[config.mk]
export PLATFORM = sky130hd
export DESIGN_NAME = md_unit
export DESIGN_NICKNAME = d
export VERILOG_FILES = /design/src/rtl/md_unit.sv
export SDC_FILE = /design/constraint.sdc
export NUM_CORES = 1
export LEC_CHECK = 0
export ABC_AREA = 0
export CAP_MARGIN = 20
export CORE_MARGIN = 1.5
export CORE_UTILIZATION = 60
export CTS_CLUSTER_DIAMETER = 100
export DETAILED_ROUTE_END_ITERATION = 6
export PLACE_DENSITY = 0.93
export SYNTH_ARGS = -nofsm -noshare
export SYNTH_HDL_FRONTEND = slang
export SYNTH_SLANG_ARGS = --single-unit
[constraint.sdc]
create_clock -name clk_i -period 9.07 [get_ports clk_i]
set_input_delay 2.2675 -clock clk_i [delete_from_list [all_inputs] [get_ports clk_i]]
set_output_delay 2.2675 -clock clk_i [all_outputs]
set_load 0.1 [all_outputs]
[src/rtl/md_unit.sv]
// md_unit: iterative radix-2 multiply/divide unit owning the HI/LO registers
//
// Ports:
//   clk_i      rising-edge clock
//   rst_ni     asynchronous active-low reset
//   start_e_i  execute-stage MD op present (qualified by op_e_i)
//   op_e_i     000 MULT, 001 MULTU, 010 DIV, 011 DIVU, 100 MTHI, 101 MTLO, others no-op
//   src_a_e_i  rs: multiplicand / dividend / MTHI-MTLO data
//   src_b_e_i  rt: multiplier / divisor
//   flush_e_i  execute-stage flush, blocks acceptance in the same cycle
//   busy_o     registered stall request while an op is in flight
//   done_o     one-cycle pulse in the first cycle HI/LO show a MULT/DIV result
//   hi_o/lo_o  HI and LO registers
//
// Optional build macro MD_FAST_MUL_EN: MULT/MULTU finish at the accept edge
// through a combinational multiplier and the MUL state is never entered.
module md_unit #(
    parameter int WIDTH = 32,
    parameter int CNT_W = 5
) (
    input  logic             clk_i,
    input  logic             rst_ni,
    input  logic             start_e_i,
    input  logic [2:0]       op_e_i,
    input  logic [WIDTH-1:0] src_a_e_i,
    input  logic [WIDTH-1:0] src_b_e_i,
    input  logic             flush_e_i,
    output logic             busy_o,
    output logic             done_o,
    output logic [WIDTH-1:0] hi_o,
    output logic [WIDTH-1:0] lo_o
);
    typedef enum logic [1:0] {IDLE, MUL, DIV, FIX} state_t;
    state_t state, state_n;
    logic [2*WIDTH-1:0] acc, acc_n;
    logic [WIDTH-1:0] dvs, dvs_n, hi_n, lo_n;
    logic [CNT_W-1:0] cnt, cnt_n;
    logic is_div, is_div_n, neg_q, neg_q_n, neg_r, neg_r_n, busy_n, done_n;
    logic accept, sgn_op, q_sign, r_sign, last;
    logic [WIDTH-1:0] mag_a, mag_b;
    assign accept = start_e_i && !flush_e_i && state == IDLE;
    assign sgn_op = !op_e_i[0];
    assign mag_a  = (sgn_op && src_a_e_i[WIDTH-1]) ? -src_a_e_i : src_a_e_i;
    assign mag_b  = (sgn_op && src_b_e_i[WIDTH-1]) ? -src_b_e_i : src_b_e_i;
    assign q_sign = sgn_op && (src_a_e_i[WIDTH-1] ^ src_b_e_i[WIDTH-1]);
    assign r_sign = sgn_op && src_a_e_i[WIDTH-1];
    assign last   = cnt == {CNT_W{1'b1}};
    // Restoring division: acc holds {remainder, dividend-shifting-into-quotient}.
    logic [WIDTH:0] div_sh, div_df;
    logic div_ok;
    logic [2*WIDTH-1:0] div_nx;
    assign div_sh = {acc[2*WIDTH-1:WIDTH], acc[WIDTH-1]};
    assign div_df = div_sh - {1'b0, dvs};
    assign div_ok = !div_df[WIDTH];
    assign div_nx = {div_ok ? div_df[WIDTH-1:0] : div_sh[WIDTH-1:0], acc[WIDTH-2:0], div_ok};
`ifdef MD_FAST_MUL_EN
    logic [2*WIDTH-1:0] fm_abs, fm;
    assign fm_abs = {{WIDTH{1'b0}}, mag_a} * {{WIDTH{1'b0}}, mag_b};
    assign fm     = q_sign ? -fm_abs : fm_abs;
`else
    // Shift-add multiply: acc holds {partial product, remaining multiplier bits}.
    logic [WIDTH:0] mul_sum;
    logic [2*WIDTH-1:0] mul_nx;
    assign mul_sum = {1'b0, acc[2*WIDTH-1:WIDTH]} + (acc[0] ? {1'b0, dvs} : '0);
    assign mul_nx  = {mul_sum, acc[WIDTH-1:1]};
`endif
    logic [2*WIDTH-1:0] prod;
    logic [WIDTH-1:0] quot, rem;
    assign prod = neg_q ? -acc : acc;
    assign quot = neg_q ? -acc[WIDTH-1:0] : acc[WIDTH-1:0];
    assign rem  = neg_r ? -acc[2*WIDTH-1:WIDTH] : acc[2*WIDTH-1:WIDTH];
    always_comb begin
        state_n  = state;
        acc_n    = acc;
        dvs_n    = dvs;
        cnt_n    = cnt;
        hi_n     = hi_o;
        lo_n     = lo_o;
        is_div_n = is_div;
        neg_q_n  = neg_q;
        neg_r_n  = neg_r;
        done_n   = 1'b0;
        case (state)
            IDLE: begin
                if (accept) begin
                    case (op_e_i)
                        3'b000, 3'b001: begin
`ifdef MD_FAST_MUL_EN
                            {hi_n, lo_n} = fm;
                            done_n       = 1'b1;
`else
                            state_n  = MUL;
                            acc_n    = {{WIDTH{1'b0}}, mag_a};
                            dvs_n    = mag_b;
                            cnt_n    = '0;
                            is_div_n = 1'b0;
                            neg_q_n  = q_sign;
                            neg_r_n  = 1'b0;
`endif
                        end
                        3'b010, 3'b011: begin
                            if (src_b_e_i == '0) begin
                                lo_n   = '1;
                                hi_n   = src_a_e_i;
                                done_n = 1'b1;
                            end else begin
                                state_n  = DIV;
                                acc_n    = {{WIDTH{1'b0}}, mag_a};
                                dvs_n    = mag_b;
                                cnt_n    = '0;
                                is_div_n = 1'b1;
                                neg_q_n  = q_sign;
                                neg_r_n  = r_sign;
                            end
                        end
                        3'b100: hi_n = src_a_e_i;
                        3'b101: lo_n = src_a_e_i;
                        default: ;
                    endcase
                end
            end
`ifndef MD_FAST_MUL_EN
            MUL: begin
                acc_n   = mul_nx;
                cnt_n   = cnt + CNT_W'(1);
                state_n = last ? FIX : MUL;
            end
`endif
            DIV: begin
                acc_n   = div_nx;
                cnt_n   = cnt + CNT_W'(1);
                state_n = last ? FIX : DIV;
            end
            FIX: begin
                state_n = IDLE;
                done_n  = 1'b1;
                hi_n    = is_div ? rem : prod[2*WIDTH-1:WIDTH];
                lo_n    = is_div ? quot : prod[WIDTH-1:0];
            end
            default: state_n = IDLE;
        endcase
    end
    assign busy_n = state_n != IDLE;
    always_ff @(posedge clk_i or negedge rst_ni) begin
        if (!rst_ni) begin
            state  <= IDLE;
            acc    <= '0;
            dvs    <= '0;
            cnt    <= '0;
            hi_o   <= '0;
            lo_o   <= '0;
            is_div <= 1'b0;
            neg_q  <= 1'b0;
            neg_r  <= 1'b0;
            busy_o <= 1'b0;
            done_o <= 1'b0;
        end else begin
            state  <= state_n;
            acc    <= acc_n;
            dvs    <= dvs_n;
            cnt    <= cnt_n;
            hi_o   <= hi_n;
            lo_o   <= lo_n;
            is_div <= is_div_n;
            neg_q  <= neg_q_n;
            neg_r  <= neg_r_n;
            busy_o <= busy_n;
            done_o <= done_n;
        end
    end
endmodule

==> results.txt, run 1 <==
status: complete, but fails checks
failing checks: design-rule violations
TritonCTS Sinks: 172
via count: 13900
Worst-Margin Slew: 1.00 ns
Syn Inst Count: 1790
final count of negative-setup-slack endpoints: 0
die width: 157 um
DRT antenna net count: 0
RSZ-0062 raised after global routing: no
CTS Buffer Depth: 2
Sum Neg Setup Slack: 0 ns
Post-synth ARST share: 1.00
Final GP Congestion: 0.946
Fill cells: 1811
Worst EP arrival: 6.35 ns
setup ws final: 3.05 ns
Layout area overhead: 15.0%
Net Count, Synth: 1937
Skew-Pair Late Insertion Delay: 0.44 ns
maximum vdd drop: 269 uV
drt drc: 2
Synth cell types: 68
max-slew violations: 0
sequential area share after synthesis: 0.303
non-filler instance count after layout: 2191
Initial Utilization: 0.608
layout cells sized above 1: 0.0438
sequential power share: 0.222
H-tree Lvls: 4
first-pass GRT wire length: 64500 um
critical path endpoint category: flip-flop
R2R Path Start: acc[0]
syn_area_per_cell: 7.92 um^2
post-layout minimum cycle time: 6.02 ns
FMAX: 166 MHz
FF+latch count, synth: 172
worst hold-check path type: reg2reg
dpl hpwl: 29500 um
Final period util: 0.664
dpl cells: 2157
CTS resizes: 0
share of total power in the clock network: 0.118
total gr overflow: 0
routed wire length: 40100 um
root buffer cell: clkbuf_16
Syn. warnings: 0
Clock Pin Slew Worst Setup and Hold Paths: 0.07 ns
Sw Ratio: 0.558
initial DRC count: 1380
I/O pin cnt: 137
hold path depth: 2
Hold Fails Final Rpt: 0
EDFF count, synth: 0
Worst Skew: 0.0123 ns
TritonCTS buffer count: 17
core area: 23300 um^2
Pwr per Cell Area: 404 nW/um^2
Synth area leader: dfrtp_1
WHS: 0.480 ns
crit path kind: in2reg
CP startpoint: src_b_e_i[2]
P_leak: 6.84 nW
antenna violations before repair: 0
Die ar.: 24600 um^2
post-synth top area share: 0.303
per-cell routed wire length: 18.3 um
number of diodes: 0
1st-pass router iterations: 7
Port Buffers: 136
worst slack at placement: 2.72 ns
Slew HR: 0.332
via/cell ratio: 6.35
Post-layout nets: 2006
Max Cap Viol: 0
CTS tree: done
Total Routing Usage GR: 0.327
postcts setup bufs: 0
nature of the critical path startpoint: input pin
Die Ht: 157 um
vias in the first global route: 13100
Required @ worst endpoint: 9.40 ns
Rows: 56
P_sw: 3.69 mW
Cell Int Power: 2.91 mW
mapped cell area: 14200 um^2
Hold Startpoint: lo_o[18]
crit path max fanout: 88
logic gate share of total power: 0.660
largest net degree at the start of global routing: 97
Hold Buf Count CTS: 0
ys flop type: dfrtp_1
top cells by area, synth: dfrtp_1, o21ai_0, nand2_1
worst reg-to-reg path cell count: 12
==> cell type report <==
cell class / instances / area (um^2) / share of cell area
Clock buffer: 18 / 439 / 0.0269
Clock inverter: 14 / 175 / 0.0107
Inverter: 60 / 225 / 0.0138
Multi-Input combinational cell: 1457 / 9280 / 0.569
Sequential cell: 172 / 4300 / 0.264
Tap cell: 319 / 399 / 0.0245
Timing Repair Buffer: 151 / 1500 / 0.0916
==> synthesized netlist by cell type, drive strengths merged, types with 13 or more instances <==
master and number:
dfrtp 172, clkbuf 75, xnor2 108, inv 60, nand2b 23, a31oi 15, o31ai 24, a21oi 120
nor4 22, o41ai 22, nand3 27, o22ai 31, or4 13, o21ai 248, a21o 28, nand2 252
ha 74, mux2i 42, or3 14, nor2 122, nor3 36, xor2 72, buf 26, a22oi 37
==> critical path, stage by stage <==
cell and delay [ns]:
clkdlybuf4s50_1 0.51, nor4_2 0.45, nand4b_1 0.24, nor4_2 0.38, and3_1 0.33, and3b_1 0.51
a31o_4 0.41, buf_4 0.68, nor3_1 0.13, a21o_1 0.19, a22o_1 0.17
==> flip-flops by register name (all words and copies together), names as in the netlist <==
| name | cells |
|---|---|
| acc | 64 |
| busy_o | 1 |
| cnt | 5 |
| done_o | 1 |
| dvs | 32 |
| hi_o | 32 |
| is_div | 1 |
| lo_o | 32 |
| neg_q | 1 |
| neg_r | 1 |
| state | 2 |
==> per-stage QoR <==
stage                     utilization  cell area, um^2  power (mW)
after floorplan                     -            14200        4.75
after global placement          0.671            15700        5.62
after detailed placement        0.671            15700        5.75
after CTS                       0.698            16300        6.54
after global routing            0.699            16300        7.01
final                           0.699            16300        6.60
==> kinds of logic after synthesis <==
| kind of cell | after synthesis | synth area share |
|---|---|---|
| compound gates | 599 | 0.257 |
| simple gates | 555 | 0.182 |
| flops | 172 | 0.303 |
| xor+xnor | 180 | 0.111 |
| buf+inv | 161 | 0.0456 |
| mux | 47 | 0.0336 |
| fa+ha+maj | 76 | 0.0681 |
==> path summary, 6_finish.rpt <==
path | to | slack (ns)
max | cnt[3] | 3.05
min | lo_o[18] | 0.48
max reg2reg | hi_o[16] | 4.61
min reg2reg | lo_o[18] | 0.48
max in group asynchronous | acc[54] | 5.65
min in group asynchronous | lo_o[2] | 1.91
==> power groups by stage <==
stage | Sequential, mW | Combinational [mW] | Clock, mW
after floorplan | 2.36 | 2.39 | 0
after global placement | 1.45 | 4.17 | 0
after detailed placement | 1.47 | 4.28 | 0
after CTS | 1.45 | 4.30 | 0.781
after global routing | 1.50 | 4.69 | 0.814
final | 1.46 | 4.36 | 0.780
==> metal layers <==
layer | vias to the layer above | wire [um] | global-route usage
li1 | 6557 | - | -
met1 | 6517 | 16200 | 0.424
met2 | 716 | 18900 | 0.548
met3 | 121 | 3450 | 0.0429
met4 | 0 | 1440 | 0.141
met5 | - | 0 | 0
==> layout by cell type (no fill, tap or decap), drive strengths merged, types with 23 or more instances in the layout <==
master,instances
nand3,27
a21oi,120
a21o,28
o21ai,248
nand2b,23
nor3,36
a22oi,37
dfrtp,172
xor2,72
ha,74
clkdlybuf4s50,135
xnor2,108
inv,69
nand2,252
mux2i,42
o31ai,24
o22ai,31
nor2,122
Note: power is estimated with default switching activity, not from simulation.
==> inputs of run 2 (changes only) <==
- CORE_UTILIZATION: 60 -> 53
- PLACE_DENSITY: 0.93 -> 0.88
- clock period: 9.07 -> 5.3 ns (I/O delays scaled with it)
==> run 2 against run 1 <==
  * The run still ends with design-rule violations left
  * First-iteration DRC count decreased by 22%
  * Sequential power rose by 73%
  * Utilization decreased by 7.0 points
  * Power grew 72%
  * Design area rose by 0.72%
  * Critical path depth is 1 higher
  * Combinational power rose by 73%
  * Largest cell class unchanged
  * Largest power group unchanged
==> results.txt, run 2 (same netlist as run 1, synthesis figures left out) <==
I/O pin cnt: 137 (unchanged)
Final period util: 0.861
CP max stage cell: clkdlybuf4s50_1
Hold Buf Count CTS: 0 (unchanged)
Worst-Margin Slew: 0.995 ns (-0.00498 ns)
max-slew violations: 0 (unchanged)
RSZ-0062 raised after global routing: no
Slew HR: 0.335 (+0.00296)
vias in the first global route: 13300 (+2.0%)
Layout area overhead: 15.9%
most common cell after layout, fill and taps aside: nand2_1
CTS Buffer Depth: 2 (unchanged)
Initial Utilization: 0.543 (-0.0651)
FMAX: 219 MHz
layout cells sized above 1: 0.0478 (+0.00404)
largest net degree at the start of global routing: 101 (+4.1%)
Hold Startpoint: lo_o[24]
CTS resizes: 0 (unchanged)
maximum vdd drop: 333 uV (+24%)
die width: 167 um (+6.3%)
failing checks: design-rule violations
dpl hpwl: 30100 um (+2.1%)
R2R Path Start: acc[31]
via/cell ratio: 6.27 (-1.2%)
critical path endpoint category: flip-flop
met2 wire len: 19200 um (+1.3%)
final count of negative-setup-slack endpoints: 0 (unchanged)
reg2reg end: acc[56]
routed wire length: 40700 um (+1.6%)
nature of the critical path startpoint: input pin
P_leak: 6.89 nW (+0.81%)
CP peak stage delay: 0.51 ns (-0.17 ns)
Rows: 59 (+5.4%)
Final GP Congestion: 0.939 (-0.69%)
DR top layer: met4
core area: 26100 um^2 (+12%)
r2r setup slk: 0.90 ns (-3.71 ns)
Die Ht: 167 um (+6.3%)
total gr overflow: 0 (unchanged)
Fill cells: 2202 (+22%)
root buffer cell: clkbuf_16
per-cell routed wire length: 18.4 um (+0.45%)
H-tree Lvls: 4 (unchanged)
1st-pass router iterations: 7 (unchanged)
Sum Neg Setup Slack: 0 ns (unchanged)
Largest Register: acc
TritonCTS Sinks: 172 (unchanged)
DRT antenna net count: 0 (unchanged)
Multi-input gate area: 9280 um^2 (unchanged)
commonest non-fill, non-tap cells in the layout: nand2_1, o21ai_0, dfrtp_1
TritonCTS buffer count: 17 (unchanged)
status: complete, but fails checks
Bufs and invs on worst path: 2 (unchanged)
Port Buffers: 136 (unchanged)
Worst Hold End: lo_o[24]
worst reg-to-reg path cell count: 13 (+1)
number of diodes: 0 (unchanged)
Hold Fails Final Rpt: 0 (unchanged)
Skew-Pair Late Insertion Delay: 0.46 ns (+0.02 ns)
WHS: 0.482 ns (+0.00260 ns)
Total Routing Usage GR: 0.294 (-0.0337)
crit path cell chain: clkdlybuf4s50_1 > nor4_2 > nand4b_1 > nor4_2 > and3_1 > and3b_1 > nand2_1 > o21ai_1 > o21ai_4 > buf_4 > nand2_1 > o21ai_0
Pwr per Cell Area: 692 nW/um^2 (+71%)
postcts setup bufs: 0 (unchanged)
Largest register FFs: 64 (unchanged)
register area: 4300 um^2 (unchanged)
crit path max fanout: 37 (-58%)
Max Cap Viol: 0 (unchanged)
Top Family by Delay on Critical Path: simple AND/OR/NAND/NOR gates
Met3 Wirelength: 3380 um (-2.1%)
post-layout minimum cycle time: 4.56 ns
drt drc: 13 (+11)
Post-layout nets: 2015 (+0.45%)
crit path kind: in2reg
antenna violations before repair: 0 (unchanged)
Clock Pin Slew Worst Setup and Hold Paths: 0.08 ns (about the same)
initial DRC count: 1076 (-22%)
via count: 13900 (-0.065%)
DRT met1 WL: 16700 um (+2.8%)
Worst Skew: 0.0173 ns (+0.00498 ns)
worst hold-check path type: reg2reg
hold path depth: 2 (unchanged)
Worst EP arrival: 4.89 ns (-1.46 ns)
first-pass GRT wire length: 66300 um (+2.8%)
Die ar.: 27800 um^2 (+13%)
Required @ worst endpoint: 5.62 ns (-3.78 ns)
CTS tree: done
==> run 2: cell count changes in the layout (fill, tap and decap cells not counted), moves of 2 or more <==
cell	delta
buf_4	+6
inv_8	-4
buf_12	+3
clkinv_8	+2
inv_6	+2
==> run 2: how the worst max path moves through the flow <==
stage / startpoint / to / slack (ns) / depth (start not counted)
2_1_floorplan: src_b_e_i[2] / acc[46] / 1.62 / 10
3_3_place_gp: src_b_e_i[2] / hi_o[19] / 0.49 / 12
3_5_place_dp: src_b_e_i[2] / hi_o[25] / 0.32 / 12
4_1_cts: src_b_e_i[2] / hi_o[25] / 0.79 / 12
5_1_grt: src_b_e_i[2] / hi_o[21] / 0.40 / 12
6_report: src_b_e_i[2] / hi_o[25] / 0.74 / 12
==> run 2: power by group <==
group	internal [mW]	total (mW)	switching, mW	leakage (nW)
logic	2.42	7.53	5.11	4.45
registers	1.89	2.52	0.630	2.16
clock network	0.714	1.32	0.605	0.294
==> run 2: final cells by class <==
type / count / area share
multi-input cells: 1457 / 0.565
flip-flops and latches: 172 / 0.262
inverters: 60 / 0.0137
well taps: 335 / 0.0255
repair buffers: 160 / 0.0974
clock buffers: 18 / 0.0261
clock inverters: 14 / 0.0108
==> run 2: per-stage QoR <==
step / cell area, um^2 / total power, mW / setup WS [ns] / instances / utilization
global route: 16400 / 12.1 / 0.398 / 2216 / 0.629
detailed placement: 15800 / 9.92 / 0.319 / 2183 / 0.605
CTS: 16400 / 11.3 / 0.795 / 2215 / 0.628
global placement: 15800 / 9.70 / 0.492 / 2182 / 0.604
finish: 16400 / 11.4 / 0.735 / 2216 / 0.629
floorplan: 14200 / 8.12 / 1.62 / 1790 / -
==> run 2: worst min-delay path, delay by kind of cell, from the launching register on <==
kind	cells	cell delay, ns
flops	1	0.35
simple gates	1	0.04
compound gates	1	0.06
==> run 2: per-layer routing <==
| metal | global-route usage | vias to the layer above |
|---|---|---|
| li1 | - | 6606 |
| met1 | 0.379 | 6497 |
| met2 | 0.492 | 678 |
| met3 | 0.0425 | 121 |
| met4 | 0.127 | 0 |
| met5 | 0 | - |
==> inputs of run 3 (changes only) <==
- CTS_CLUSTER_DIAMETER: 100 -> 30
- SKIP_CTS_REPAIR_TIMING: not set -> 1
==> results of run 3 <==
Final layout, timing and power as in run 2 (identical DEF).
